[src/rtl/key_action_gen_if.sv]
// Keycode-in / game-action-out bundle between the USB keycode GPIO and the tetris core.
interface key_action_gen_if;
    logic [31:0] keycode;
    logic        move_left;
    logic        move_right;
    logic        rotate;
    logic        soft_drop;
    logic        hard_drop;
    logic        frame_strobe;

    modport master (
        output keycode,
        input  move_left, move_right, rotate, soft_drop, hard_drop, frame_strobe
    );

    modport slave (
        input  keycode,
        output move_left, move_right, rotate, soft_drop, hard_drop, frame_strobe
    );
endinterface

[src/rtl/key_action_gen.sv]
// Converts the HID keycode word into per-frame tetris actions (DAS/ARR shifting, soft-drop repeat, edge rotate/hard drop).
// Optional macro ROLLOVER_FILTER_EN: frames whose report contains ErrorRollOver (8'h01) are ignored.
module key_action_gen #(
    parameter logic [7:0]  KEY_LEFT    = 8'h04,
    parameter logic [7:0]  KEY_RIGHT   = 8'h07,
    parameter logic [7:0]  KEY_ROT     = 8'h1A,
    parameter logic [7:0]  KEY_SOFT    = 8'h16,
    parameter logic [7:0]  KEY_HARD    = 8'h2C,
    parameter int unsigned DAS_DELAY   = 10,
    parameter int unsigned ARR_PERIOD  = 3,
    parameter int unsigned SOFT_PERIOD = 2
) (
    input  logic             Clk,
    input  logic             reset_n,
    input  logic             frame_clk,
    key_action_gen_if.slave  bus
);

    localparam int unsigned CNT_W  = 8;
    localparam int unsigned NSLOT  = 4;
    localparam int unsigned SLOT_W = 8;
    localparam int unsigned NDIR   = 2;

    typedef enum logic [1:0] {H_IDLE, H_DELAY, H_REPEAT} hstate_e;

    logic [1:0]       rst_sync_q;
    logic             rst_n;
    logic [2:0]       fsync_q;
    logic             frame_edge_c;
    logic             strobe_q;

    hstate_e          h_state_q [NDIR];
    hstate_e          h_state_d [NDIR];
    logic [CNT_W-1:0] h_cnt_q   [NDIR];
    logic [CNT_W-1:0] h_cnt_d   [NDIR];
    logic [NDIR-1:0]  h_go_c;
    logic [NDIR-1:0]  h_fire_c;
    logic [CNT_W-1:0] soft_cnt_q, soft_cnt_d;
    logic             soft_fire_c;
    logic             prev_rot_q, prev_hard_q;
    logic             left_held_c, right_held_c, rot_held_c, soft_held_c, hard_held_c;
    logic             report_ok_c;
    logic             left_q, right_q, rot_q, soft_q, hard_q;

    function automatic logic key_held(input logic [31:0] kc, input logic [7:0] code);
        logic hit;
        hit = 1'b0;
        for (int i = 0; i < NSLOT; i++) begin
            if (code != 8'h00 && kc[i*SLOT_W +: SLOT_W] == code) hit = 1'b1;
        end
        return hit;
    endfunction

    // Reset asserts immediately, releases on a Clk edge
    always_ff @(posedge Clk or negedge reset_n) begin
        if (!reset_n) rst_sync_q <= '0;
        else          rst_sync_q <= {rst_sync_q[0], 1'b1};
    end
    assign rst_n = rst_sync_q[1];

    // frame_clk: two-flop synchronizer plus edge-history flop
    always_ff @(posedge Clk or negedge rst_n) begin
        if (!rst_n) begin
            fsync_q  <= '0;
            strobe_q <= 1'b0;
        end else begin
            fsync_q  <= {fsync_q[1:0], frame_clk};
            strobe_q <= frame_edge_c;
        end
    end
    assign frame_edge_c = fsync_q[1] & ~fsync_q[2];

    assign left_held_c  = key_held(bus.keycode, KEY_LEFT);
    assign right_held_c = key_held(bus.keycode, KEY_RIGHT);
    assign rot_held_c   = key_held(bus.keycode, KEY_ROT);
    assign soft_held_c  = key_held(bus.keycode, KEY_SOFT);
    assign hard_held_c  = key_held(bus.keycode, KEY_HARD);
    // Opposing directions cancel each other out
    assign h_go_c = (left_held_c ^ right_held_c) ? {right_held_c, left_held_c} : 2'b00;

`ifdef ROLLOVER_FILTER_EN
    assign report_ok_c = ~key_held(bus.keycode, 8'h01);
`else
    assign report_ok_c = 1'b1;
`endif

    // Next-state and fire decisions for the horizontal FSMs and soft-drop counter
    always_comb begin
        h_state_d   = h_state_q;
        h_cnt_d     = h_cnt_q;
        h_fire_c    = '0;
        soft_cnt_d  = soft_cnt_q;
        soft_fire_c = 1'b0;

        for (int d = 0; d < NDIR; d++) begin
            if (!h_go_c[d]) begin
                h_state_d[d] = H_IDLE;
                h_cnt_d[d]   = '0;
            end else begin
                case (h_state_q[d])
                    H_IDLE: begin
                        h_fire_c[d]  = 1'b1;
                        h_cnt_d[d]   = CNT_W'(DAS_DELAY);
                        h_state_d[d] = H_DELAY;
                    end
                    H_DELAY, H_REPEAT: begin
                        if (h_cnt_q[d] == CNT_W'(1)) begin
                            h_fire_c[d]  = 1'b1;
                            h_cnt_d[d]   = CNT_W'(ARR_PERIOD);
                            h_state_d[d] = H_REPEAT;
                        end else begin
                            h_cnt_d[d] = h_cnt_q[d] - CNT_W'(1);
                        end
                    end
                    default: begin
                        h_state_d[d] = H_IDLE;
                        h_cnt_d[d]   = '0;
                    end
                endcase
            end
        end

        // Zero count means not held at the last update
        if (!soft_held_c) begin
            soft_cnt_d = '0;
        end else if (soft_cnt_q == '0 || soft_cnt_q == CNT_W'(1)) begin
            soft_fire_c = 1'b1;
            soft_cnt_d  = CNT_W'(SOFT_PERIOD);
        end else begin
            soft_cnt_d = soft_cnt_q - CNT_W'(1);
        end
    end

    always_ff @(posedge Clk or negedge rst_n) begin
        if (!rst_n) begin
            h_state_q   <= '{default: H_IDLE};
            h_cnt_q     <= '{default: '0};
            soft_cnt_q  <= '0;
            prev_rot_q  <= 1'b0;
            prev_hard_q <= 1'b0;
            left_q      <= 1'b0;
            right_q     <= 1'b0;
            rot_q       <= 1'b0;
            soft_q      <= 1'b0;
            hard_q      <= 1'b0;
        end else if (strobe_q) begin
            if (report_ok_c) begin
                h_state_q   <= h_state_d;
                h_cnt_q     <= h_cnt_d;
                soft_cnt_q  <= soft_cnt_d;
                prev_rot_q  <= rot_held_c;
                prev_hard_q <= hard_held_c;
                left_q      <= h_fire_c[0];
                right_q     <= h_fire_c[1];
                rot_q       <= rot_held_c & ~prev_rot_q;
                soft_q      <= soft_fire_c;
                hard_q      <= hard_held_c & ~prev_hard_q;
            end else begin
                left_q  <= 1'b0;
                right_q <= 1'b0;
                rot_q   <= 1'b0;
                soft_q  <= 1'b0;
                hard_q  <= 1'b0;
            end
        end
    end

    assign bus.move_left    = left_q;
    assign bus.move_right   = right_q;
    assign bus.rotate       = rot_q;
    assign bus.soft_drop    = soft_q;
    assign bus.hard_drop    = hard_q;
    assign bus.frame_strobe = strobe_q;

endmodule
[src/flat_wrapper.sv]
// flat-port wrapper written by rule: the top's interface ports become plain ports
module key_action_gen_flat 
#(
    parameter logic [7:0]  KEY_LEFT    = 8'h04,
    parameter logic [7:0]  KEY_RIGHT   = 8'h07,
    parameter logic [7:0]  KEY_ROT     = 8'h1A,
    parameter logic [7:0]  KEY_SOFT    = 8'h16,
    parameter logic [7:0]  KEY_HARD    = 8'h2C,
    parameter int unsigned DAS_DELAY   = 10,
    parameter int unsigned ARR_PERIOD  = 3,
    parameter int unsigned SOFT_PERIOD = 2
)
  (Clk, reset_n, frame_clk, bus_keycode, bus_move_left, bus_move_right, bus_rotate, bus_soft_drop, bus_hard_drop, bus_frame_strobe);
  key_action_gen_if bus_i ();
  input  logic Clk;
  input  logic reset_n;
  input  logic frame_clk;
  input wire logic [$bits(bus_i.keycode)-1:0] bus_keycode;
  output wire logic [$bits(bus_i.move_left)-1:0] bus_move_left;
  output wire logic [$bits(bus_i.move_right)-1:0] bus_move_right;
  output wire logic [$bits(bus_i.rotate)-1:0] bus_rotate;
  output wire logic [$bits(bus_i.soft_drop)-1:0] bus_soft_drop;
  output wire logic [$bits(bus_i.hard_drop)-1:0] bus_hard_drop;
  output wire logic [$bits(bus_i.frame_strobe)-1:0] bus_frame_strobe;
  assign bus_i.keycode = bus_keycode;
  assign bus_move_left = bus_i.move_left;
  assign bus_move_right = bus_i.move_right;
  assign bus_rotate = bus_i.rotate;
  assign bus_soft_drop = bus_i.soft_drop;
  assign bus_hard_drop = bus_i.hard_drop;
  assign bus_frame_strobe = bus_i.frame_strobe;
  key_action_gen #(.KEY_LEFT(KEY_LEFT), .KEY_RIGHT(KEY_RIGHT), .KEY_ROT(KEY_ROT), .KEY_SOFT(KEY_SOFT), .KEY_HARD(KEY_HARD), .DAS_DELAY(DAS_DELAY), .ARR_PERIOD(ARR_PERIOD), .SOFT_PERIOD(SOFT_PERIOD)) u_core (.Clk(Clk), .reset_n(reset_n), .frame_clk(frame_clk), .bus(bus_i));
endmodule
[config.mk]
export PLATFORM = sky130hd
export DESIGN_NAME = key_action_gen_flat
export DESIGN_NICKNAME = d
export VERILOG_FILES = /design/src/rtl/key_action_gen_if.sv /design/src/rtl/key_action_gen.sv /design/src/flat_wrapper.sv
export SDC_FILE = /design/constraint.sdc
export NUM_CORES = 1
export LEC_CHECK = 0
export CAP_MARGIN = 20
export CORE_MARGIN = 8
export CORE_UTILIZATION = 41
export DETAILED_ROUTE_END_ITERATION = 12
export DONT_BUFFER_PORTS = 1
export GPL_ROUTABILITY_DRIVEN = 0
export PLACE_DENSITY_LB_ADDON = 0.08
export SLEW_MARGIN = 25
export SYNTH_ARGS = -nofsm -noshare
export SYNTH_HDL_FRONTEND = slang
export SYNTH_SLANG_ARGS = --single-unit
export TNS_END_PERCENT = 5
[constraint.sdc]
create_clock -name Clk -period 1.3 [get_ports Clk]
set_input_delay 0.195 -clock Clk [delete_from_list [all_inputs] [get_ports Clk]]
set_output_delay 0.195 -clock Clk [all_outputs]
set_load 0.01 [all_outputs]
==> impl_metrics.tcl <==
set metrics [dict create \
    core-area_sq_um 5956 \
    ys_async_sr_fraction 1.000 \
    final_area_sq_um 3502 \
    setup.worst_path.end_class "register" \
    synth_area_per_cell_sq_um 9.449 \
    hold_viol 0 \
    clk_path_buf_depth 2 \
    overflow 0 \
    grt_pass1_vias 2453 \
    final_util 0.5880 \
    yosysMostFrequentCell "dfrtp_1" \
    fmax_ghz 0.6050 \
    grt_pass1_wl_um 11320 \
    vias 2333 \
    cp_max_fo 4 \
    portBuffers 0 \
    cp_top_family "simple AND/OR/NAND/NOR gates" \
    synth_edf_count 0 \
    p_comb_frac 0.196 \
    clock-sinks 41 \
    rsz0062_at_grt "yes" \
    finalCritPeriodShare 1.272 \
    cpMaxStageDelayCell "or4_1" \
    synth_area_leaders "dfrtp_1 40%, ha_1 6.4%, nand2_1 3.7%, nor2_1 3.1%, inv_1 2.8%" \
    place_inst 405 \
    seq_power_share 0.458 \
    htree_levels 2 \
    ys_seq_elements 41 \
    swShare 0.2592 \
    via_per_inst 5.608 \
    r2r_slack_ns -0.35 \
    drv_cap 0 \
    syn-cell-area_sq_um 2551 \
    drt_iter0_markers 73 \
    maxSlewViolCount 0 \
    fin_ws_ns -0.3530 \
    status "complete, but fails checks" \
    ys_seq_area_frac 0.4022 \
    start_kind "register" \
    hp-class "in2async" \
    die_area_sq_um 9002 \
    synthesis.nets 318 \
    insertion_delay_ns 0.29 \
    drive_above_1_share 0.3490 \
    total_leakage_power_nw 1.522 \
    cts-buffers-inserted 5 \
    skew_ns 0.006366 \
    cts_tree "done" \
    clkTransAtPathRegs_ns 0.08 \
    drc 0 \
    cts_root_buffer "clkbuf_8" \
    rows 28 \
    required_ns 1.51 \
    yosys-top-cells-count "41 x dfrtp_1, 25 x nand2_1, 21 x nor2_1, 19 x inv_1, 13 x ha_1" \
    clkPwrFrac 0.346 \
    wl_per_cell_um 15.75 \
    setup_viol 28 \
    die_w_um 94.88 \
    cp_num_buf_inv 0 \
    drt_first_pass_iters 4 \
    critical_path_class "reg2reg" \
    power_density_nw_per_um2 895.8 \
    fin_cells 416 \
    ys_types 58 \
    nNetsFinal 388 \
    grt_max_degree 26 \
    netlist.area_leader.share 0.4022 \
    power.switching_w 0.0008133 \
    yosysTopAreaCell "dfrtp_1" \
    ys.flop_type "dfrtp_1" \
    place_area_sq_um 3237 \
    ant_nets 0 \
    num_antenna_cells 0 \
    grt_antenna_before_repair 0 \
    netlist_instances 270 \
    drt-total-wl_um 6553 \
    areaGrowthSynthToFinish_pct 37.27 \
    path_depth 6 \
    period_needed_ns 1.653 \
    whs_ns 0.1233 \
    grtUsageTotal 0.1562 \
    cp.arrival_ns 1.86 \
    die_y_um 94.88 \
    initial_utilization 0.4284 \
    ff2ff_path_depth 6 \
    critPathMaxStageDelay_ns 0.41 \
    boundaryPins 41 \
    dp.final_hpwl_um 5018 \
    violations "negative setup slack" \
    intPower_w 0.002324 \
    crit_chain "ha_1 > nor3b_1 > nand2_1 > a41oi_1 > or4_1 > o211ai_1" \
    vdd_ir_drop_max_mv 0.5220 \
    synth_warnings 0 \
]
[metrics by stage]
stage | setup TNS [ns] | power, W | worst slack, ns
2_1_floorplan | -5.752 | 0.001763 | -0.2544
3_3_place_gp | -6.316 | 0.002023 | -0.3087
3_5_place_dp | -6.524 | 0.002027 | -0.3445
4_1_cts | -4.884 | 0.003130 | -0.3640
5_1_grt | -7.436 | 0.003284 | -0.4530
6_report | -4.398 | 0.003137 | -0.3530
[final timing paths]
kind                                                start                          endpoint
max                         u_core.h_cnt_q[8]$_DFFE_PN0P_    u_core.h_cnt_q[11]$_DFFE_PN0P_
min                                               reset_n    u_core.rst_sync_q[0]$_DFF_PN0_
max reg2reg                 u_core.h_cnt_q[8]$_DFFE_PN0P_    u_core.h_cnt_q[11]$_DFFE_PN0P_
min reg2reg                u_core.rst_sync_q[1]$_DFF_PN0_  u_core.soft_cnt_q[2]$_DFFE_PN0P_
max in group asynchronous  u_core.rst_sync_q[1]$_DFF_PN0_     u_core.bus.rotate$_DFFE_PN0P_
min in group Clk                           bus_keycode[8]   u_core.h_state_q[3]$_DFFE_PN0P_
[final cells by class]
class                   instances  area, sq um
clock buffers                   6        82.58
clock inverters                 2        37.54
fillers                       533         2454
inverters                      20        75.07
multi-input cells             201         1632
flip-flops and latches         41         1027
well taps                      75        93.84
repair buffers                 71        554.3
[worst register-to-register path, stage by stage, from the launching register on]
cell	delay [ns]
dfrtp_1	0.40
ha_1	0.20
nor3b_1	0.14
nand2_1	0.12
a41oi_1	0.12
or4_1	0.41
o211ai_1	0.18
[kinds of logic (layout without fill, tap and decap cells)]
kind of cell | count (synthesis) | in the layout | share of synthesized area
other | 1 | 1 | 0.001470
AOI/OAI and AO/OA | 65 | 65 | 0.1903
muxes | 2 | 2 | 0.008337
DFF | 41 | 41 | 0.4022
adders and majority gates | 13 | 13 | 0.06376
buffers and inverters | 28 | 99 | 0.04168
xor gates and xnor gates | 5 | 5 | 0.01717
and+or+nand+nor | 115 | 115 | 0.2751
[registers in the layout (all words and copies together), names as in the netlist]
name / count
u_core.h_cnt_q: 16
u_core.rst_sync_q: 2
u_core.bus.move_right: 1
u_core.bus.rotate: 1
u_core.bus.soft_drop: 1
u_core.fsync_q: 3
u_core.soft_cnt_q: 8
u_core.bus.hard_drop: 1
u_core.h_state_q: 4
u_core.prev_rot_q: 1
u_core.bus.move_left: 1
u_core.bus.frame_strobe: 1
u_core.prev_hard_q: 1
[metal layers]
metal	vias to the layer above	share of wire	global-route usage
met1	1139	0.45	0.1874
met5	-	0	0
li1	1146	-	-
met2	43	0.50	0.2642
met3	5	0.048	0.04524
met4	0	0.0058	0.04681
[power by group through the flow]
| stage | registers [W] | logic (W) | clock network [W] |
|---|---|---|---|
| detailed placement | 0.00145 | 0.000573 | 0 |
| global placement | 0.00145 | 0.000575 | 0 |
| floorplan | 0.00147 | 0.000297 | 0 |
| CTS | 0.00143 | 0.000588 | 0.00111 |
| finish | 0.00144 | 0.000615 | 0.00109 |
| global route | 0.00146 | 0.000680 | 0.00115 |
[layout by cell type, fill, tap and decap left out, drive strengths merged, types with 7 or more instances in the layout]
cell / n
a21oi: 12
buf: 69
dfrtp: 41
ha: 13
inv: 19
nand2: 25
nand4: 9
nor2: 22
nor2b: 7
nor4: 10
o21ai: 8
[timing repair]
item | in CTS | in global routing
endpoints found under the hold margin | 3 | 0
hold buffers | 2 | 0
cloned | 0 | 0
endpoints found under the setup margin | 30 | 31
buffers inserted | 1 | 0
pin swaps | 6 | 6
gates resized for setup | 10 | 16
Power figures use the tool's default switching activity.
